--- src/rtl/tlp_split_pkg.sv ---
// Shared types, constants and byte-enable helpers for the TLP request splitter.
package tlp_split_pkg;

    typedef enum logic {
        IDLE = 1'b0,
        EMIT = 1'b1
    } state_t;

    localparam int unsigned DW_BYTES    = 4;
    localparam int unsigned BOUNDARY_4K = 4096;
    // Wide enough to hold a byte count of exactly BOUNDARY_4K.
    localparam int unsigned REQ_BYTES_W = $clog2(BOUNDARY_4K) + 1;

    // First BE of a TLP whose whole payload sits in a single DW.
    function automatic logic [3:0] be_first_single(input logic [1:0] off, input logic [2:0] n);
        logic [7:0] m;
        m = 8'((8'd1 << n) - 8'd1);
        return 4'(m << off);
    endfunction

    function automatic logic [3:0] be_first_multi(input logic [1:0] off);
        return 4'(4'hF << off);
    endfunction

    function automatic logic [3:0] be_last(input logic [1:0] end_lo);
        return 4'(4'hF >> (2'd3 - end_lo));
    endfunction

endpackage

--- src/rtl/tlp_chunk_calc.sv ---
// Combinational chunk sizing: clips the remaining byte count at the next MPS/MRRS-aligned
// boundary and derives DW length and byte enables for that chunk.
module tlp_chunk_calc
    import tlp_split_pkg::*;
#(
    parameter int unsigned MPS_BYTES  = 256,
    parameter int unsigned MRRS_BYTES = 512
) (
    input  logic [REQ_BYTES_W-1:0] addr_lo,
    input  logic [REQ_BYTES_W-1:0] rem,
    input  logic                   is_write,
    output logic [REQ_BYTES_W-1:0] chunk,
    output logic [9:0]             length,
    output logic [3:0]             first_be,
    output logic [3:0]             last_be,
    output logic                   last
);

    localparam logic [REQ_BYTES_W-1:0] MPS_L  = REQ_BYTES_W'(MPS_BYTES);
    localparam logic [REQ_BYTES_W-1:0] MRRS_L = REQ_BYTES_W'(MRRS_BYTES);
    localparam int unsigned SPAN_W = REQ_BYTES_W + 1;

    logic [REQ_BYTES_W-1:0] limit;
    logic [REQ_BYTES_W-1:0] room;
    logic [1:0]             off;
    logic [1:0]             end_lo;
    logic [SPAN_W-1:0]      span;
    logic                   single_dw;

    always_comb begin
        limit     = is_write ? MPS_L : MRRS_L;
        room      = limit - (addr_lo & (limit - REQ_BYTES_W'(1)));
        chunk     = (rem < room) ? rem : room;
        off       = addr_lo[1:0];
        end_lo    = off + chunk[1:0] - 2'd1;
        span      = SPAN_W'(off) + SPAN_W'(chunk) + SPAN_W'(3);
        single_dw = (SPAN_W'(off) + SPAN_W'(chunk)) <= SPAN_W'(DW_BYTES);
        // A zero-byte chunk still occupies one DW with all BEs off.
        length    = (chunk == '0) ? 10'd1 : 10'(span >> 2);
        first_be  = single_dw ? be_first_single(off, chunk[2:0]) : be_first_multi(off);
        last_be   = single_dw ? 4'h0 : be_last(end_lo);
        last      = (rem == chunk);
    end

endmodule

--- src/rtl/tlp_req_splitter.sv ---
// Splits byte-granular memory requests into MPS/MRRS-bounded TLP header fields.
// Optional TLP_SPLIT_STATS_EN adds request/TLP counters on stat_*.
module tlp_req_splitter
    import tlp_split_pkg::*;
#(
    parameter int unsigned ADDR_W     = 64,
    parameter int unsigned MPS_BYTES  = 256,
    parameter int unsigned MRRS_BYTES = 512
) (
    input  logic                   clk,
    input  logic                   rst,
    input  logic                   req_valid,
    output logic                   req_ready,
    input  logic [ADDR_W-1:0]      req_addr,
    input  logic [REQ_BYTES_W-1:0] req_bytes,
    input  logic                   req_is_write,
    output logic                   tlp_valid,
    input  logic                   tlp_ready,
    output logic [ADDR_W-1:0]      tlp_addr,
    output logic [9:0]             tlp_length,
    output logic [3:0]             tlp_first_be,
    output logic [3:0]             tlp_last_be,
    output logic                   tlp_is_write,
    output logic                   tlp_qw_aligned,
    output logic                   tlp_last,
    output logic                   err_zero_read,
    output logic [31:0]            stat_req_cnt,
    output logic [31:0]            stat_tlp_cnt
);

    state_t                 state_q, state_d;
    logic                   load;
    logic                   zero_rd;
    logic                   req_fire;
    logic                   tlp_fire;

    logic [ADDR_W-1:0]      nxt_addr_q;
    logic [REQ_BYTES_W-1:0] nxt_rem_q;
    logic [ADDR_W-1:0]      cur_addr;
    logic [REQ_BYTES_W-1:0] cur_rem;
    logic                   cur_wr;

    logic [REQ_BYTES_W-1:0] c_chunk;
    logic [9:0]             c_length;
    logic [3:0]             c_first_be;
    logic [3:0]             c_last_be;
    logic                   c_last;

    assign req_fire = req_valid & req_ready;
    assign tlp_fire = tlp_valid & tlp_ready;

    // Calculator sees the new request when idle, otherwise the stored cursor.
    always_comb begin
        cur_addr = nxt_addr_q;
        cur_rem  = nxt_rem_q;
        cur_wr   = tlp_is_write;
        if (state_q == IDLE) begin
            cur_addr = req_addr;
            cur_rem  = req_bytes;
            cur_wr   = req_is_write;
        end
    end

    tlp_chunk_calc #(
        .MPS_BYTES  (MPS_BYTES),
        .MRRS_BYTES (MRRS_BYTES)
    ) u_calc (
        .addr_lo  (cur_addr[REQ_BYTES_W-1:0]),
        .rem      (cur_rem),
        .is_write (cur_wr),
        .chunk    (c_chunk),
        .length   (c_length),
        .first_be (c_first_be),
        .last_be  (c_last_be),
        .last     (c_last)
    );

    always_ff @(posedge clk or posedge rst) begin
        if (rst) state_q <= IDLE;
        else     state_q <= state_d;
    end

    always_comb begin
        state_d = state_q;
        load    = 1'b0;
        zero_rd = 1'b0;
        case (state_q)
            IDLE: begin
                if (req_fire) begin
                    if (req_bytes == '0 && !req_is_write) begin
                        zero_rd = 1'b1;
                    end else begin
                        load    = 1'b1;
                        state_d = EMIT;
                    end
                end
            end
            EMIT: begin
                if (tlp_fire) begin
                    if (tlp_last) state_d = IDLE;
                    else          load    = 1'b1;
                end
            end
            default: state_d = IDLE;
        endcase
    end

    always_ff @(posedge clk or posedge rst) begin
        if (rst) begin
            req_ready      <= 1'b1;
            tlp_valid      <= 1'b0;
            err_zero_read  <= 1'b0;
            tlp_addr       <= '0;
            tlp_length     <= '0;
            tlp_first_be   <= '0;
            tlp_last_be    <= '0;
            tlp_is_write   <= 1'b0;
            tlp_qw_aligned <= 1'b0;
            tlp_last       <= 1'b0;
            nxt_addr_q     <= '0;
            nxt_rem_q      <= '0;
        end else begin
            req_ready     <= (state_d == IDLE);
            tlp_valid     <= (state_d == EMIT);
            err_zero_read <= zero_rd;
            if (load) begin
                tlp_addr       <= {cur_addr[ADDR_W-1:2], 2'b00};
                tlp_length     <= c_length;
                tlp_first_be   <= c_first_be;
                tlp_last_be    <= c_last_be;
                tlp_is_write   <= cur_wr;
                tlp_qw_aligned <= ~cur_addr[2];
                tlp_last       <= c_last;
                nxt_addr_q     <= cur_addr + ADDR_W'(c_chunk);
                nxt_rem_q      <= cur_rem - c_chunk;
            end
        end
    end

`ifdef TLP_SPLIT_STATS_EN
    always_ff @(posedge clk or posedge rst) begin
        if (rst) begin
            stat_req_cnt <= '0;
            stat_tlp_cnt <= '0;
        end else begin
            if (req_fire) stat_req_cnt <= stat_req_cnt + 32'd1;
            if (tlp_fire) stat_tlp_cnt <= stat_tlp_cnt + 32'd1;
        end
    end
`else
    assign stat_req_cnt = '0;
    assign stat_tlp_cnt = '0;
`endif

endmodule
--- config.mk ---
export PLATFORM = sky130hd
export DESIGN_NAME = tlp_req_splitter
export DESIGN_NICKNAME = d
export VERILOG_FILES = /design/src/rtl/tlp_split_pkg.sv /design/src/rtl/tlp_chunk_calc.sv /design/src/rtl/tlp_req_splitter.sv
export SDC_FILE = /design/constraint.sdc
export NUM_CORES = 1
export LEC_CHECK = 0
export ABC_AREA = 1
export CAP_MARGIN = 20
export CORE_MARGIN = 5
export CORE_UTILIZATION = 53
export DETAILED_ROUTE_END_ITERATION = 10
export GPL_ROUTABILITY_DRIVEN = 1
export GPL_TIMING_DRIVEN = 0
export PLACE_DENSITY = 0.85
export SETUP_SLACK_MARGIN = 0.05
export SYNTH_ARGS = -nofsm -noshare
export SYNTH_HDL_FRONTEND = slang
export SYNTH_SLANG_ARGS = --single-unit
--- constraint.sdc ---
create_clock -name clk -period 8.6 [get_ports clk]
set_clock_uncertainty 0.15 [all_clocks]
set_input_delay 2.58 -clock clk [delete_from_list [all_inputs] [get_ports clk]]
set_output_delay 2.58 -clock clk [all_outputs]
set_load 0.02 [all_outputs]
==> metrics.md <==
| Metric | Value |
|---|---|
| Clk sinks | `163` |
| Worst EP required | `8.75 ns` |
| Core Util, Final | `69.1%` |
| First-pass GRT wire length | `61500 µm` |
| Status | `complete, but fails checks` |
| Per-cell routed wire length | `18.6 µm` |
| Synth Cell Area | `about 0.011 mm²` |
| Critical-path maximum fanout | `10` |
| Worst slew pin tran | `1.10 ns` |
| Clk slew on worst S/H paths | `0.07 ns` |
| Remaining routing DRC violations | `1` |
| Core Footprint | `~0.021 mm²` |
| Final setup violation count | `0` |
| Vias in the first global route | `around 11k` |
| CP bufs+invs | `5` |
| RSZ-0062 raised after global routing | `no` |
| Die Width | `157 µm` |
| Largest net degree at the start of global routing | `between 100 and 150` |
| Later-pin clock latency in the skew report | `0.44 ns` |
| Hold Crit Class | `reg2reg` |
| Synth Register Bits | `163` |
| Crit path from | `req_addr[8]` |
| R2R setup slack | `approximately 2.2 ns` |
| Fin crit period | `8.22 ns` |
| Slowest stage delay, CP | `between 0.4 and 0.5 ns` |
| P&R area growth vs syn | `27.5%` |
| Max Cap Violations | `0` |
| Syn avg cell area | `7.15 µm²` |
| Worst r2r path cells | `33` |
| Failing checks | `design-rule violations` |
| # rows | `53` |
| Inserted Diodes | `0` |
| Total GRT Usage | `32.1%` |
| Via/cell ratio | `5.52` |
| Die area | `0.0247 mm²` |
| RR Startpoint | `tlp_valid` |
| Critical path depth | `31` |
| Post-synth top area share | `35.4%` |
| Final Hold Violating Endpoints | `0` |
| GPL Wtd Cong | `about 1.1` |
| Initial antenna violation count | `0` |
| Hold_ws | `0.327 ns` |
| Critical Path Start Type | `primary input` |
| Setup total negative slack | `0 ns` |
| Cell accounting for the most synthesized area | `dfrtp_1` |
| Port bufs | `167` |
| Starting Density | `54.2%` |
| Yosys cell types | `60` |
| CTS Buffer Depth | `2` |
| Cell mode on critical path | `nand2_1` |
| Total clock buffers created by CTS | `17` |
| HPWL Detailed | `slightly above 30000 µm` |
| Slew Viols, Final | `0` |
| Register area share after synthesis | `35.6%` |
| Root buffer cell | `clkbuf_16` |
| Slew HR | `roughly a quarter` |
| Cell family with most CP delay | `simple AND/OR/NAND/NOR gates` |
| Detail Route Antenna Nets | `0` |
| Share of layout cells above drive strength 1 | `around an eighth` |
| CTS H-Tree Depth | `4` |
| Starting DRT DRC Count | `about 1.1k` |
| F_max | `about 0.12 GHz` |
| Final wirelength | `~40000 µm` |
| Total grt overflow | `0` |
| Post-Syn Instances | `~1.6k` |
| Top area cells in the synthesized netlist | `dfrtp_1 (35%), nand2_1 (14%), inv_1 (6.2%)` |
| # fillers | `around 1.8k` |
| Crit path DAT | `8.38 ns` |
| Worst setup path endpoint | `nxt_addr_q[49]` |
| Period utilization | `95.6%` |
| WS Path Type | `in2reg` |
| DR vias | `11.9k` |
| 1st-pass router iterations | `9` |
| FF-to-FF End | `nxt_addr_q[49]` |
| Critical Path End Type | `flip-flop` |
| Yosys warning count | `0` |
| Die height | `about 160 µm` |
| CTS tree | `built` |
| Final #Nets | `1990` |
| Ports | `between 200 and 250` |
| Slowest CP cell | `clkdlybuf4s50_1` |
-- worst reg2reg max path: cells and delay by family (launching register included) --
kind / cells / cell delay, ns
flops: 1 / 0.39
compound gates: 10 / 2.18
fa+ha+maj: 2 / 0.71
simple gates: 13 / 1.70
buf+inv: 8 / 1.16
-- cells in the final DEF (no fill, tap or decap), drive strengths merged, types with 11 or more instances in the layout --
| cell | instances |
|---|---|
| a21oi | 31 |
| clkdlybuf4s50 | 167 |
| or2 | 30 |
| dfrtp | 162 |
| o21a | 14 |
| inv | 195 |
| clkbuf | 45 |
| o221ai | 15 |
| conb | 69 |
| nor3 | 18 |
| nand2 | 452 |
| ha | 39 |
| xor2 | 11 |
| o21ai | 158 |
| nand4 | 25 |
| nand3 | 78 |
| buf | 102 |
| nor2 | 177 |
| nor4 | 12 |
-- kinds of logic after synthesis --
logic type	after synthesis	synth area share [%]
xor gates and xnor gates	16	1.22
AOI/OAI and AO/OA	260	13.1
muxes	10	0.873
DFF	163	35.6
and+or+nand+nor	801	31.3
other	2	0.0655
buffers and inverters	310	13.2
adders and majority gates	41	4.61
-- layer usage --
layer / vias to the layer above / wire length (µm) / GRT usage (%)
li1: 5597 / - / -
met1: 5515 / 15700 / 41.8
met2: 655 / 19100 / 53.8
met3: 125 / 3480 / 4.43
met4: 0 / 1790 / 13.5
met5: - / 0 / 0
-- cell usage after synthesis (all sizes together) --
library cell,instances
nor2,177
a21boi,3
a31oi,10
conb,2
dfstp,1
xor2,11
o21a,14
o41ai,1
fa,2
or2,30
mux2i,10
a21o,1
o221ai,15
nand4,25
nor3b,1
o31ai,3
or4,1
nand2,452
o211ai,10
a32o,1
nand3b,7
a211o,1
o21bai,6
a22o,1
o22ai,5
o21ai,158
inv,190
ha,39
nor4,12
clkinv,1
a21oi,31
buf,91
clkbuf,28
nor3,18
dfrtp,162
nand3,78
xnor2,5
-- cell type report --
class / instances / area (µm²) / area share [%]
timing repair buffer: 178 / 1770 / 12.1
buffer: 119 / 792 / 5.42
multi-input combinational: 1197 / 6250 / 42.7
clock inverter: 14 / 216 / 1.48
inverter: 191 / 739 / 5.06
sequential: 163 / 4080 / 27.9
clock buffer: 17 / 425 / 2.91
tap: 275 / 344 / 2.35
-- flip-flops by register name (all words and copies together), names as in the netlist, 4 cells and up --
signal / flops
nxt_rem_q: 13
tlp_first_be: 4
tlp_addr: 62
tlp_last_be: 4
tlp_length: 10
nxt_addr_q: 64
-- worst min-delay path by stage --
stage | startpoint | to | slack (ns) | cells after the start
after detailed placement | tlp_addr[53] | tlp_addr[53] | 0.31 | 2
after global placement | nxt_addr_q[29] | nxt_addr_q[29] | 0.31 | 2
after CTS | nxt_addr_q[29] | nxt_addr_q[29] | 0.33 | 2
after floorplan | nxt_addr_q[29] | nxt_addr_q[29] | 0.29 | 2
after global routing | tlp_addr[51] | tlp_addr[51] | 0.36 | 2
final | tlp_addr[53] | tlp_addr[53] | 0.33 | 2
-- timing repair --
action | CTS | global route
pin swaps | 5 | 9
setup buffers | 5 | 5
resized for setup | 10 | 25
setup endpoints to repair | 41 | 43
hold buffers | 0 | 0
-- through the flow --
step	setup WS, ns	cells	area, µm²
final	0.377	2154	14600
after CTS	0.0606	2149	14500
after global placement	-1.17	2112	13700
after floorplan	0.841	1670	11700
after detailed placement	-1.21	2113	13800
after global routing	0.00891	2154	14600
Power is left out: the tool's default activity adds up to more than one toggle a clock period on the data nets, which glitch-free logic cannot reach.
